## config.mk

```make
export PLATFORM = sky130hd
export DESIGN_NAME = oldest2_issue_scheduler_flat
export DESIGN_NICKNAME = d
export VERILOG_FILES = /design/src/rtl/oldest2_issue_scheduler_if.sv /design/src/rtl/oldest2_issue_scheduler.sv /design/src/flat_wrapper.sv
export SDC_FILE = /design/constraint.sdc
export NUM_CORES = 1
export LEC_CHECK = 0
export ABC_CLOCK_PERIOD_IN_PS = 6200
export CAP_MARGIN = 25
export CORE_ASPECT_RATIO = 0.9
export CORE_MARGIN = 4
export CORE_UTILIZATION = 50
export DETAILED_ROUTE_END_ITERATION = 10
export PLACE_DENSITY = 0.7
export REMOVE_ABC_BUFFERS = 1
export SYNTH_ARGS = -nofsm -noshare
export SYNTH_HDL_FRONTEND = slang
export SYNTH_SLANG_ARGS = --single-unit
```

## constraint.sdc

```tcl
create_clock -name clk -period 6.2 [get_ports clk]
set_clock_uncertainty 0.1 [all_clocks]
set_input_delay 1.24 -clock clk [delete_from_list [all_inputs] [get_ports clk]]
set_output_delay 1.24 -clock clk [all_outputs]
set_load 0.05 [all_outputs]
```

## src/rtl/oldest2_issue_scheduler_if.sv

```systemverilog
// Allocation, wakeup, issue and status signals of the oldest-2 issue scheduler.
// master drives allocation/wakeup/issue-ready; slave is the scheduler.
interface oldest2_issue_scheduler_if #(
   parameter int unsigned PTR_WIDTH     = 3,
   parameter int unsigned TAG_WIDTH     = 6,
   parameter int unsigned PAYLOAD_WIDTH = 32
);
   logic                     flush_i;
   logic                     alloc0_valid_i;
   logic [PAYLOAD_WIDTH-1:0] alloc0_payload_i;
   logic [TAG_WIDTH-1:0]     alloc0_tag_i;
   logic                     alloc0_rdy_i;
   logic                     alloc1_valid_i;
   logic [PAYLOAD_WIDTH-1:0] alloc1_payload_i;
   logic [TAG_WIDTH-1:0]     alloc1_tag_i;
   logic                     alloc1_rdy_i;
   logic                     alloc_ready_o;
   logic                     wake0_valid_i;
   logic [TAG_WIDTH-1:0]     wake0_tag_i;
   logic                     wake1_valid_i;
   logic [TAG_WIDTH-1:0]     wake1_tag_i;
   logic                     issue0_valid_o;
   logic [PAYLOAD_WIDTH-1:0] issue0_payload_o;
   logic                     issue0_ready_i;
   logic                     issue1_valid_o;
   logic [PAYLOAD_WIDTH-1:0] issue1_payload_o;
   logic                     issue1_ready_i;
   logic                     empty_o;
   logic [PTR_WIDTH:0]       count_o;

   modport master (
      output flush_i, alloc0_valid_i, alloc0_payload_i, alloc0_tag_i, alloc0_rdy_i,
             alloc1_valid_i, alloc1_payload_i, alloc1_tag_i, alloc1_rdy_i,
             wake0_valid_i, wake0_tag_i, wake1_valid_i, wake1_tag_i,
             issue0_ready_i, issue1_ready_i,
      input  alloc_ready_o, issue0_valid_o, issue0_payload_o, issue1_valid_o,
             issue1_payload_o, empty_o, count_o
   );

   modport slave (
      input  flush_i, alloc0_valid_i, alloc0_payload_i, alloc0_tag_i, alloc0_rdy_i,
             alloc1_valid_i, alloc1_payload_i, alloc1_tag_i, alloc1_rdy_i,
             wake0_valid_i, wake0_tag_i, wake1_valid_i, wake1_tag_i,
             issue0_ready_i, issue1_ready_i,
      output alloc_ready_o, issue0_valid_o, issue0_payload_o, issue1_valid_o,
             issue1_payload_o, empty_o, count_o
   );
endinterface

```

## src/rtl/oldest2_issue_scheduler.sv

```systemverilog
// Age-ordered dual-issue scheduling queue: circular buffer, dual allocate at tail,
// tag wakeup, and rotating-priority oldest-2 select starting at head.
module oldest2_issue_scheduler #(
   parameter int unsigned DEPTH         = 8,
   parameter int unsigned PTR_WIDTH     = 3,
   parameter int unsigned TAG_WIDTH     = 6,
   parameter int unsigned PAYLOAD_WIDTH = 32
) (
   input logic                      clk,
   input logic                      rstn,
   oldest2_issue_scheduler_if.slave bus
);
   typedef logic [PTR_WIDTH:0]   ptr_t;
   typedef logic [PTR_WIDTH-1:0] idx_t;

   logic [DEPTH-1:0]         valid_q, valid_d, ready_q, ready_d, wake_set;
   logic [TAG_WIDTH-1:0]     tag_q     [DEPTH];
   logic [PAYLOAD_WIDTH-1:0] payload_q [DEPTH];
   ptr_t                     head_q, head_d, tail_q, tail_d;

   function automatic logic wake_hit(input logic [TAG_WIDTH-1:0] tag,
                                     input logic v0, input logic [TAG_WIDTH-1:0] t0,
                                     input logic v1, input logic [TAG_WIDTH-1:0] t1);
      return (v0 && (t0 == tag)) || (v1 && (t1 == tag));
   endfunction

   ptr_t count;
   logic alloc_ready;
   idx_t head_idx, head_idx1, tail_idx, tail_idx1;

   assign count       = tail_q - head_q;
   assign alloc_ready = count <= ptr_t'(DEPTH - 2);
   assign head_idx    = head_q[PTR_WIDTH-1:0];
   assign head_idx1   = head_idx + idx_t'(1);
   assign tail_idx    = tail_q[PTR_WIDTH-1:0];
   assign tail_idx1   = tail_idx + idx_t'(1);

   // Rotating-priority scan: first two valid&ready entries in age order from head.
   idx_t sel0, sel1, scan;
   logic found0, found1;
   always_comb begin
      sel0   = '0;
      sel1   = '0;
      found0 = 1'b0;
      found1 = 1'b0;
      scan   = '0;
      for (int unsigned i = 0; i < DEPTH; i++) begin
         scan = head_idx + idx_t'(i);
         if (valid_q[scan] && ready_q[scan]) begin
            if (!found0) begin
               found0 = 1'b1;
               sel0   = scan;
            end else if (!found1) begin
               found1 = 1'b1;
               sel1   = scan;
            end
         end
      end
   end

   for (genvar g = 0; g < DEPTH; g++) begin : g_wake
      assign wake_set[g] = valid_q[g] && !ready_q[g] &&
                           wake_hit(tag_q[g], bus.wake0_valid_i, bus.wake0_tag_i,
                                    bus.wake1_valid_i, bus.wake1_tag_i);
   end

   logic alloc0_fire, alloc1_fire, issue0_fire, issue1_fire, retire0, retire1;
   logic alloc0_rdy, alloc1_rdy;
   assign alloc0_fire = bus.alloc0_valid_i && alloc_ready;
   assign alloc1_fire = alloc0_fire && bus.alloc1_valid_i;
   assign issue0_fire = found0 && bus.issue0_ready_i;
   assign issue1_fire = found1 && bus.issue1_ready_i;
   assign alloc0_rdy  = bus.alloc0_rdy_i ||
                        wake_hit(bus.alloc0_tag_i, bus.wake0_valid_i, bus.wake0_tag_i,
                                 bus.wake1_valid_i, bus.wake1_tag_i);
   assign alloc1_rdy  = bus.alloc1_rdy_i ||
                        wake_hit(bus.alloc1_tag_i, bus.wake0_valid_i, bus.wake0_tag_i,
                                 bus.wake1_valid_i, bus.wake1_tag_i);
   // Retire only holes already cleared in registered state, never past tail.
   assign retire0 = (head_q != tail_q) && !valid_q[head_idx];
   assign retire1 = retire0 && ((head_q + ptr_t'(1)) != tail_q) && !valid_q[head_idx1];

   always_comb begin
      valid_d = valid_q;
      ready_d = ready_q | wake_set;
      head_d  = head_q + (retire1 ? ptr_t'(2) : retire0 ? ptr_t'(1) : ptr_t'(0));
      tail_d  = tail_q + (alloc1_fire ? ptr_t'(2) : alloc0_fire ? ptr_t'(1) : ptr_t'(0));
      if (issue0_fire) begin
         valid_d[sel0] = 1'b0;
         ready_d[sel0] = 1'b0;
      end
      if (issue1_fire) begin
         valid_d[sel1] = 1'b0;
         ready_d[sel1] = 1'b0;
      end
      if (alloc0_fire) begin
         valid_d[tail_idx] = 1'b1;
         ready_d[tail_idx] = alloc0_rdy;
      end
      if (alloc1_fire) begin
         valid_d[tail_idx1] = 1'b1;
         ready_d[tail_idx1] = alloc1_rdy;
      end
      if (bus.flush_i) begin
         valid_d = '0;
         ready_d = '0;
         head_d  = '0;
         tail_d  = '0;
      end
   end

   always_ff @(posedge clk or negedge rstn) begin
      if (!rstn) begin
         valid_q <= '0;
         ready_q <= '0;
         head_q  <= '0;
         tail_q  <= '0;
      end else begin
         valid_q <= valid_d;
         ready_q <= ready_d;
         head_q  <= head_d;
         tail_q  <= tail_d;
      end
   end

   // Tag/payload storage needs no reset; valid_q gates every use.
   always_ff @(posedge clk) begin
      if (alloc0_fire) begin
         tag_q[tail_idx]     <= bus.alloc0_tag_i;
         payload_q[tail_idx] <= bus.alloc0_payload_i;
      end
      if (alloc1_fire) begin
         tag_q[tail_idx1]     <= bus.alloc1_tag_i;
         payload_q[tail_idx1] <= bus.alloc1_payload_i;
      end
   end

   assign bus.alloc_ready_o    = alloc_ready;
   assign bus.issue0_valid_o   = found0;
   assign bus.issue0_payload_o = payload_q[sel0];
   assign bus.issue1_valid_o   = found1;
   assign bus.issue1_payload_o = payload_q[sel1];
   assign bus.empty_o          = head_q == tail_q;
   assign bus.count_o          = count;
endmodule
```

## src/flat_wrapper.sv

```systemverilog
// flat-port wrapper written by rule: the top's interface ports become plain ports
module oldest2_issue_scheduler_flat 
#(
   parameter int unsigned DEPTH         = 8,
   parameter int unsigned PTR_WIDTH     = 3,
   parameter int unsigned TAG_WIDTH     = 6,
   parameter int unsigned PAYLOAD_WIDTH = 32
)
  (clk, rstn, bus_flush_i, bus_alloc0_valid_i, bus_alloc0_payload_i, bus_alloc0_tag_i, bus_alloc0_rdy_i, bus_alloc1_valid_i, bus_alloc1_payload_i, bus_alloc1_tag_i, bus_alloc1_rdy_i, bus_wake0_valid_i, bus_wake0_tag_i, bus_wake1_valid_i, bus_wake1_tag_i, bus_issue0_ready_i, bus_issue1_ready_i, bus_alloc_ready_o, bus_issue0_valid_o, bus_issue0_payload_o, bus_issue1_valid_o, bus_issue1_payload_o, bus_empty_o, bus_count_o);
  oldest2_issue_scheduler_if #(.PTR_WIDTH(PTR_WIDTH), .TAG_WIDTH(TAG_WIDTH), .PAYLOAD_WIDTH(PAYLOAD_WIDTH)) bus_i ();
  input logic clk;
  input logic rstn;
  input wire logic [$bits(bus_i.flush_i)-1:0] bus_flush_i;
  input wire logic [$bits(bus_i.alloc0_valid_i)-1:0] bus_alloc0_valid_i;
  input wire logic [$bits(bus_i.alloc0_payload_i)-1:0] bus_alloc0_payload_i;
  input wire logic [$bits(bus_i.alloc0_tag_i)-1:0] bus_alloc0_tag_i;
  input wire logic [$bits(bus_i.alloc0_rdy_i)-1:0] bus_alloc0_rdy_i;
  input wire logic [$bits(bus_i.alloc1_valid_i)-1:0] bus_alloc1_valid_i;
  input wire logic [$bits(bus_i.alloc1_payload_i)-1:0] bus_alloc1_payload_i;
  input wire logic [$bits(bus_i.alloc1_tag_i)-1:0] bus_alloc1_tag_i;
  input wire logic [$bits(bus_i.alloc1_rdy_i)-1:0] bus_alloc1_rdy_i;
  input wire logic [$bits(bus_i.wake0_valid_i)-1:0] bus_wake0_valid_i;
  input wire logic [$bits(bus_i.wake0_tag_i)-1:0] bus_wake0_tag_i;
  input wire logic [$bits(bus_i.wake1_valid_i)-1:0] bus_wake1_valid_i;
  input wire logic [$bits(bus_i.wake1_tag_i)-1:0] bus_wake1_tag_i;
  input wire logic [$bits(bus_i.issue0_ready_i)-1:0] bus_issue0_ready_i;
  input wire logic [$bits(bus_i.issue1_ready_i)-1:0] bus_issue1_ready_i;
  output wire logic [$bits(bus_i.alloc_ready_o)-1:0] bus_alloc_ready_o;
  output wire logic [$bits(bus_i.issue0_valid_o)-1:0] bus_issue0_valid_o;
  output wire logic [$bits(bus_i.issue0_payload_o)-1:0] bus_issue0_payload_o;
  output wire logic [$bits(bus_i.issue1_valid_o)-1:0] bus_issue1_valid_o;
  output wire logic [$bits(bus_i.issue1_payload_o)-1:0] bus_issue1_payload_o;
  output wire logic [$bits(bus_i.empty_o)-1:0] bus_empty_o;
  output wire logic [$bits(bus_i.count_o)-1:0] bus_count_o;
  assign bus_i.flush_i = bus_flush_i;
  assign bus_i.alloc0_valid_i = bus_alloc0_valid_i;
  assign bus_i.alloc0_payload_i = bus_alloc0_payload_i;
  assign bus_i.alloc0_tag_i = bus_alloc0_tag_i;
  assign bus_i.alloc0_rdy_i = bus_alloc0_rdy_i;
  assign bus_i.alloc1_valid_i = bus_alloc1_valid_i;
  assign bus_i.alloc1_payload_i = bus_alloc1_payload_i;
  assign bus_i.alloc1_tag_i = bus_alloc1_tag_i;
  assign bus_i.alloc1_rdy_i = bus_alloc1_rdy_i;
  assign bus_i.wake0_valid_i = bus_wake0_valid_i;
  assign bus_i.wake0_tag_i = bus_wake0_tag_i;
  assign bus_i.wake1_valid_i = bus_wake1_valid_i;
  assign bus_i.wake1_tag_i = bus_wake1_tag_i;
  assign bus_i.issue0_ready_i = bus_issue0_ready_i;
  assign bus_i.issue1_ready_i = bus_issue1_ready_i;
  assign bus_alloc_ready_o = bus_i.alloc_ready_o;
  assign bus_issue0_valid_o = bus_i.issue0_valid_o;
  assign bus_issue0_payload_o = bus_i.issue0_payload_o;
  assign bus_issue1_valid_o = bus_i.issue1_valid_o;
  assign bus_issue1_payload_o = bus_i.issue1_payload_o;
  assign bus_empty_o = bus_i.empty_o;
  assign bus_count_o = bus_i.count_o;
  oldest2_issue_scheduler #(.DEPTH(DEPTH), .PTR_WIDTH(PTR_WIDTH), .TAG_WIDTH(TAG_WIDTH), .PAYLOAD_WIDTH(PAYLOAD_WIDTH)) u_core (.clk(clk), .rstn(rstn), .bus(bus_i));
endmodule
```

; ---- After elaboration in Yosys (flattened, before gate mapping)
; Memory sizes are Yosys's and may differ from the RTL's.
; Cells that the tools add are included.
; W data, S select, Z words.
[totals]
reg_bits = 24
ramBits = 304
input_bits = 99
output_inout_bits = 72
n_memories = 2
[classes]
addsub = 12
order_cmp = 17
n_eq_ne = 23
n_mux = 119
bitwise = 9
reduce_logical = 77
[memory_table]
columns = memory, words, word_bits, read_ports, rd_ports_with_merged_regs, wr, line_no
row1 = u_core.payload_q, 8, 32, 2, 0, 2, oldest2_issue_scheduler.sv:18  ; logic [PAYLOAD_WIDTH-1:0] payload_q [DEPTH];
row2 = u_core.tag_q, 8, 6, 8, 0, 2, oldest2_issue_scheduler.sv:17  ; logic [TAG_WIDTH-1:0] tag_q [DEPTH];
[ops]
columns = operator, count
row1 = $eq A6 B6 Y1, 20
row2 = $mux W3, 35
row3 = $mux W8, 10
row4 = $logic_and A1 B1 Y1, 55
row5 = $bmux W1 S3, 16
row6 = $lt A3 B4 Y1 const B, 12
row7 = $mux W1, 48
row8 = $and A8 B8 Y8, 4
row9 = $or A8 B8 Y8, 3
row10 = $bwmux W8, 2
row11 = $mux W4, 4
row12 = $not A8 Y8, 2
row13 = $add A3 B3 Y3 const B, 4
row14 = $demux W1 S3, 4
row15 = $ge A3 B1 Y1 const B, 4
row16 = $logic_or A1 B1 Y1, 12
row17 = $logic_not A1 Y1, 10
row18 = $add A4 B4 Y4, 2
row19 = $ne A4 B4 Y1, 2
row20 = $add A3 B1 Y3 const B, 2
row21 = $add A3 B2 Y3 const B, 2
row22 = $add A4 B1 Y4 const B, 1
row23 = $eq A4 B4 Y1, 1
row24 = $le A4 B3 Y1 const B, 1
row25 = $sub A4 B4 Y4, 1

; ---- Logic depth before layout (Yosys ltp)
[depth]
word_depth = 36
mapped_depth = 17
depth_no_buf = 13

; ---- Least setup slack after synthesis
; No wires, ideal clock.
[synth_timing]
path_kind = reg2out
start = reg u_core.head_q[1]
end = out bus_issue1_payload_o[25]
t_arrival_ps = 5271
t_required_ps = 4860
setup_slack_ps = -411
stages_incl_launch_ff = 15
path_cell_list = dfrtp_1 -> inv_2 -> ha_1 -> or4bb_1 -> a41oi_1 -> nor4_2 -> and3_1 -> o31a_1 -> a221o_1 -> a311o_1 -> nand2_2 -> buf_4 -> buf_2 -> a211oi_1 -> nor4_1
[synth_between]
elab_chain_len = 25
elab_cells_between_ends = 87
cone_classes = 7 x add/sub / 71 x mux / 8 x reduce/logical / 1 x memory
[synth_rtl]
columns = item, line_no
row1 = from (decl), oldest2_issue_scheduler.sv:19  ; ptr_t head_q, head_d, tail_q, tail_d;
row2 = from (signal assigned), oldest2_issue_scheduler.sv:116  ; head_q <= '0;
row3 = from (signal assigned), oldest2_issue_scheduler.sv:121  ; head_q <= head_d;
row4 = "parallel branches: the longest is 23 deep, another holds $add A3 B1 Y3", -
row5 = $mux W3 *, oldest2_issue_scheduler.sv:49  ; if (valid_q[scan] && ready_q[scan]) begin
row6 = $mem_v2 Z8 W32 *, -
row7 = to (decl), flat_wrapper.sv:32  ; output wire logic [$bits(bus_i.issue1_payload_o)-1:0] bus_issue1_payload_o;
; Mark *: on every way between the ends. The select of a mux whose other input is x is not followed.

; ---- Final worst setup path
[layout_timing]
start = reg u_core.head_q[1]
end = out bus_issue1_payload_o[2]
; The elaborated chain is that of the path after synthesis.

==> impl_metrics.csv <==
group,metric,value,unit
sta,max_freq,0.1603,GHz
sta,fin_crit,6.239,ns
cells_and_area,syn2layout_area_growth,27.59,%
logic_synthesis,avgSynthCellArea,11.46,sq um
pwr,cellPowerDensity,517.8,mW/mm^2
drt,wl_per_cell,27.82,um
cells_and_area,layout_common_cells,"mux2_2 (305), edfxtp_1 (304), mux2i_1 (190)",
min_path,holdCritPathClass,"reg2reg",
drt,num_vias,18550,
floorplan,coreArea,0.04421,sq mm
critical_path,required,4.86,ns
placement,port_buffers,170,
drt,drtPass1Iterations,6,
cells_and_area,fin_nets,2242,
logic_synthesis,synthesis.area,0.02235,sq mm
floorplan,die_area,0.04814,sq mm
global_route,grt_pass1_wl,111200,um
critical_path,worst_ep_arrival_time,4.90,ns
logic_synthesis,synth_seq_area_share,0.4354,
sta,report.final.slew_viol_count,0,
placement,place_inst,2634,
outcome,violations,"negative setup slack",
clock_tree,clock_latency,0.57,ns
global_route,antenna_found_initial,8,
clock_tree,tritoncts,"yes",
sta,slew_headroom,0.2220,
logic_synthesis,netlist_instances,1949,
sta,hold_viol,0,
clock_tree,clockBufferDepth,3,
global_route,grt_pass1_vias,18360,
drt,via_per_inst,6.711,
cells_and_area,fillers,3349,
global_route,overflow,0,
drt,drc,0,
pwr,peakVddDrop,0.5323,mV
drt,drt-initial-drc-count,2321,
clock_tree,cts.sinks,328,
run,drv_cap,0,
cells_and_area,final_util,0.6449,
logic_synthesis,synth_flop_cell,"edfxtp_1",
placement,place_congestion,0.9459,
floorplan,rows,73,
sta,setup_tns,-0.05000,ns
sta,period_share,1.006,
sta,timing.final.ws_setup,-0.03881,ns
outcome,status,"finished, violations left",
cells_and_area,instances_no_fill,2764,
global_route,grt_max_degree,61,
floorplan,io_pins,171,
critical_path,critical_path_class,"reg2out",
clock_tree,clkTransAtPathRegs,0.06,ns
floorplan,die_w,230.8,um
pwr,finalPower,14760,uW
pwr,p_leak,0.01082,uW
logic_synthesis,ys_warn_count,0,
global_route,grtUsageTotal,0.2951,
logic_synthesis,ys_ff_latch,328,
clock_tree,cts_hold_buf,0,
clock_tree,cts_made_buffers,39,
clock_tree,root_buffer,"clkbuf_16",
critical_path,critPathMaxFanout,6,
cells_and_area,drive_above_1_share,0.3285,
cells_and_area,layout_commonest_cell,"mux2_2",
drt,wirelength,76900,um
sta,holdWs,0.4786,ns
sta,worst_pin_slew,1.167,ns
logic_synthesis,async_flop_share,0.07317,
logic_synthesis,ys_types,80,
logic_synthesis,synth-edff-count,304,
sta,rsz0062_at_grt,"true",
drt,ant_nets,0,
critical_path,cp-end-kind,"output pin",
floorplan,start_util,0.5055,
floorplan,die_y,208.6,um
clock_tree,h-tree-depth,2,
placement,hpwl,44630,um
sta,finalSetupViolations,2,
critical_path,cp-start-kind,"flip-flop",
layout make-up:
| type | count | area (sq um) | share of cell area |
|---|---|---|---|
| Antenna cell | 6 | 15.01 | 0.0005266 |
| Clock buffer | 48 | 1010 | 0.03542 |
| Clock inverter | 24 | 211.5 | 0.007417 |
| Inverter | 19 | 76.32 | 0.002677 |
| Multi-Input combinational cell | 1429 | 12740 | 0.4469 |
| Sequential cell | 328 | 9734 | 0.3414 |
| Tap cell | 600 | 750.7 | 0.02633 |
| Timing Repair Buffer | 310 | 3973 | 0.1393 |
per-stage QoR:
stage                     setup slack (ns)  area, sq um
after CTS                        0.0005347        27570
after detailed placement           0.08094        25630
after global placement              0.1633        25630
final                             -0.03881        28510
after global routing              -0.09783        28510
after floorplan                     -4.068        21580
power by group:
part	switching, uW	leakage, uW	internal (uW)
Combinational	5190	0.00714	4120
Sequential	285	0.00308	2930
Clock	977	0.000595	1260
state kept, by name, summed over array words and instances (netlist names):
signal / flops
u_core.valid_q: 8
u_core.tag_q: 48
u_core.ready_q: 8
u_core.tail_q: 4
u_core.payload_q: 256
u_core.head_q: 4
path summary, 6_finish.rpt:
path	start	to	cells after the start	slack, ns
min	u_core.head_q[3]	u_core.head_q[3]	2	0.48
max reg2reg	u_core.tail_q[1]	u_core.payload_q[1][6]	9	1.68
min reg2reg	u_core.head_q[3]	u_core.head_q[3]	2	0.48
max	u_core.head_q[1]	bus_issue1_payload_o[2]	16	-0.04
min in group asynchronous	rstn	u_core.head_q[1]	2	0.95
max in group asynchronous	rstn	u_core.valid_q[3]	2	4.77
worst max-delay path, stage by stage (launching register included):
cell and delay (ns):
dfrtp_1 0.41, inv_2 0.09, ha_4 0.22, or4bb_4 0.58, a41o_4 0.25, a211o_1 0.32, a211oi_4 0.29, o31ai_2 0.12
buf_4 0.18, o311a_1 0.11, o311a_4 0.39, o211ai_4 0.25, buf_6 0.16, buf_4 0.14, a211oi_1 0.06, nor4_2 0.39
bufbuf_16 0.36
cell families after synthesis:
family | after synthesis | synth area share
flops | 328 | 0.4354
compound gates | 287 | 0.09872
buf+inv | 195 | 0.03746
mux | 511 | 0.2506
simple gates | 473 | 0.1133
fa+ha+maj | 18 | 0.01086
xor+xnor | 137 | 0.05370
layer usage:
metal	global-route usage	part of all wire	routed length (um)
met1	0.4058	0.41	31190
met5	0	0.00014	11
met3	0.04806	0.096	7353
met4	0.1155	0.034	2583
met2	0.4701	0.47	35770
Yosys cell counts, drive strengths merged, types with 48 or more instances:
cell,number,area [sq um]
mux2,307,3457
edfxtp,304,9129
mux2i,196,1962
and3,139,869.6
nand2,131,494.2
clkbuf,93,351.6
buf,83,412.9
xnor2,81,709.4
a211oi,69,523.0
a2111oi,64,560.5
xor2,56,490.5
nor2,48,180.2
timing repair:
item	in CTS	in global routing
pin swaps	21	29
gates cloned	3	14
setup buffers	14	22
gates resized for setup	125	98
endpoints found under the setup margin	58	64
Note: power is estimated with default switching activity, not from simulation.
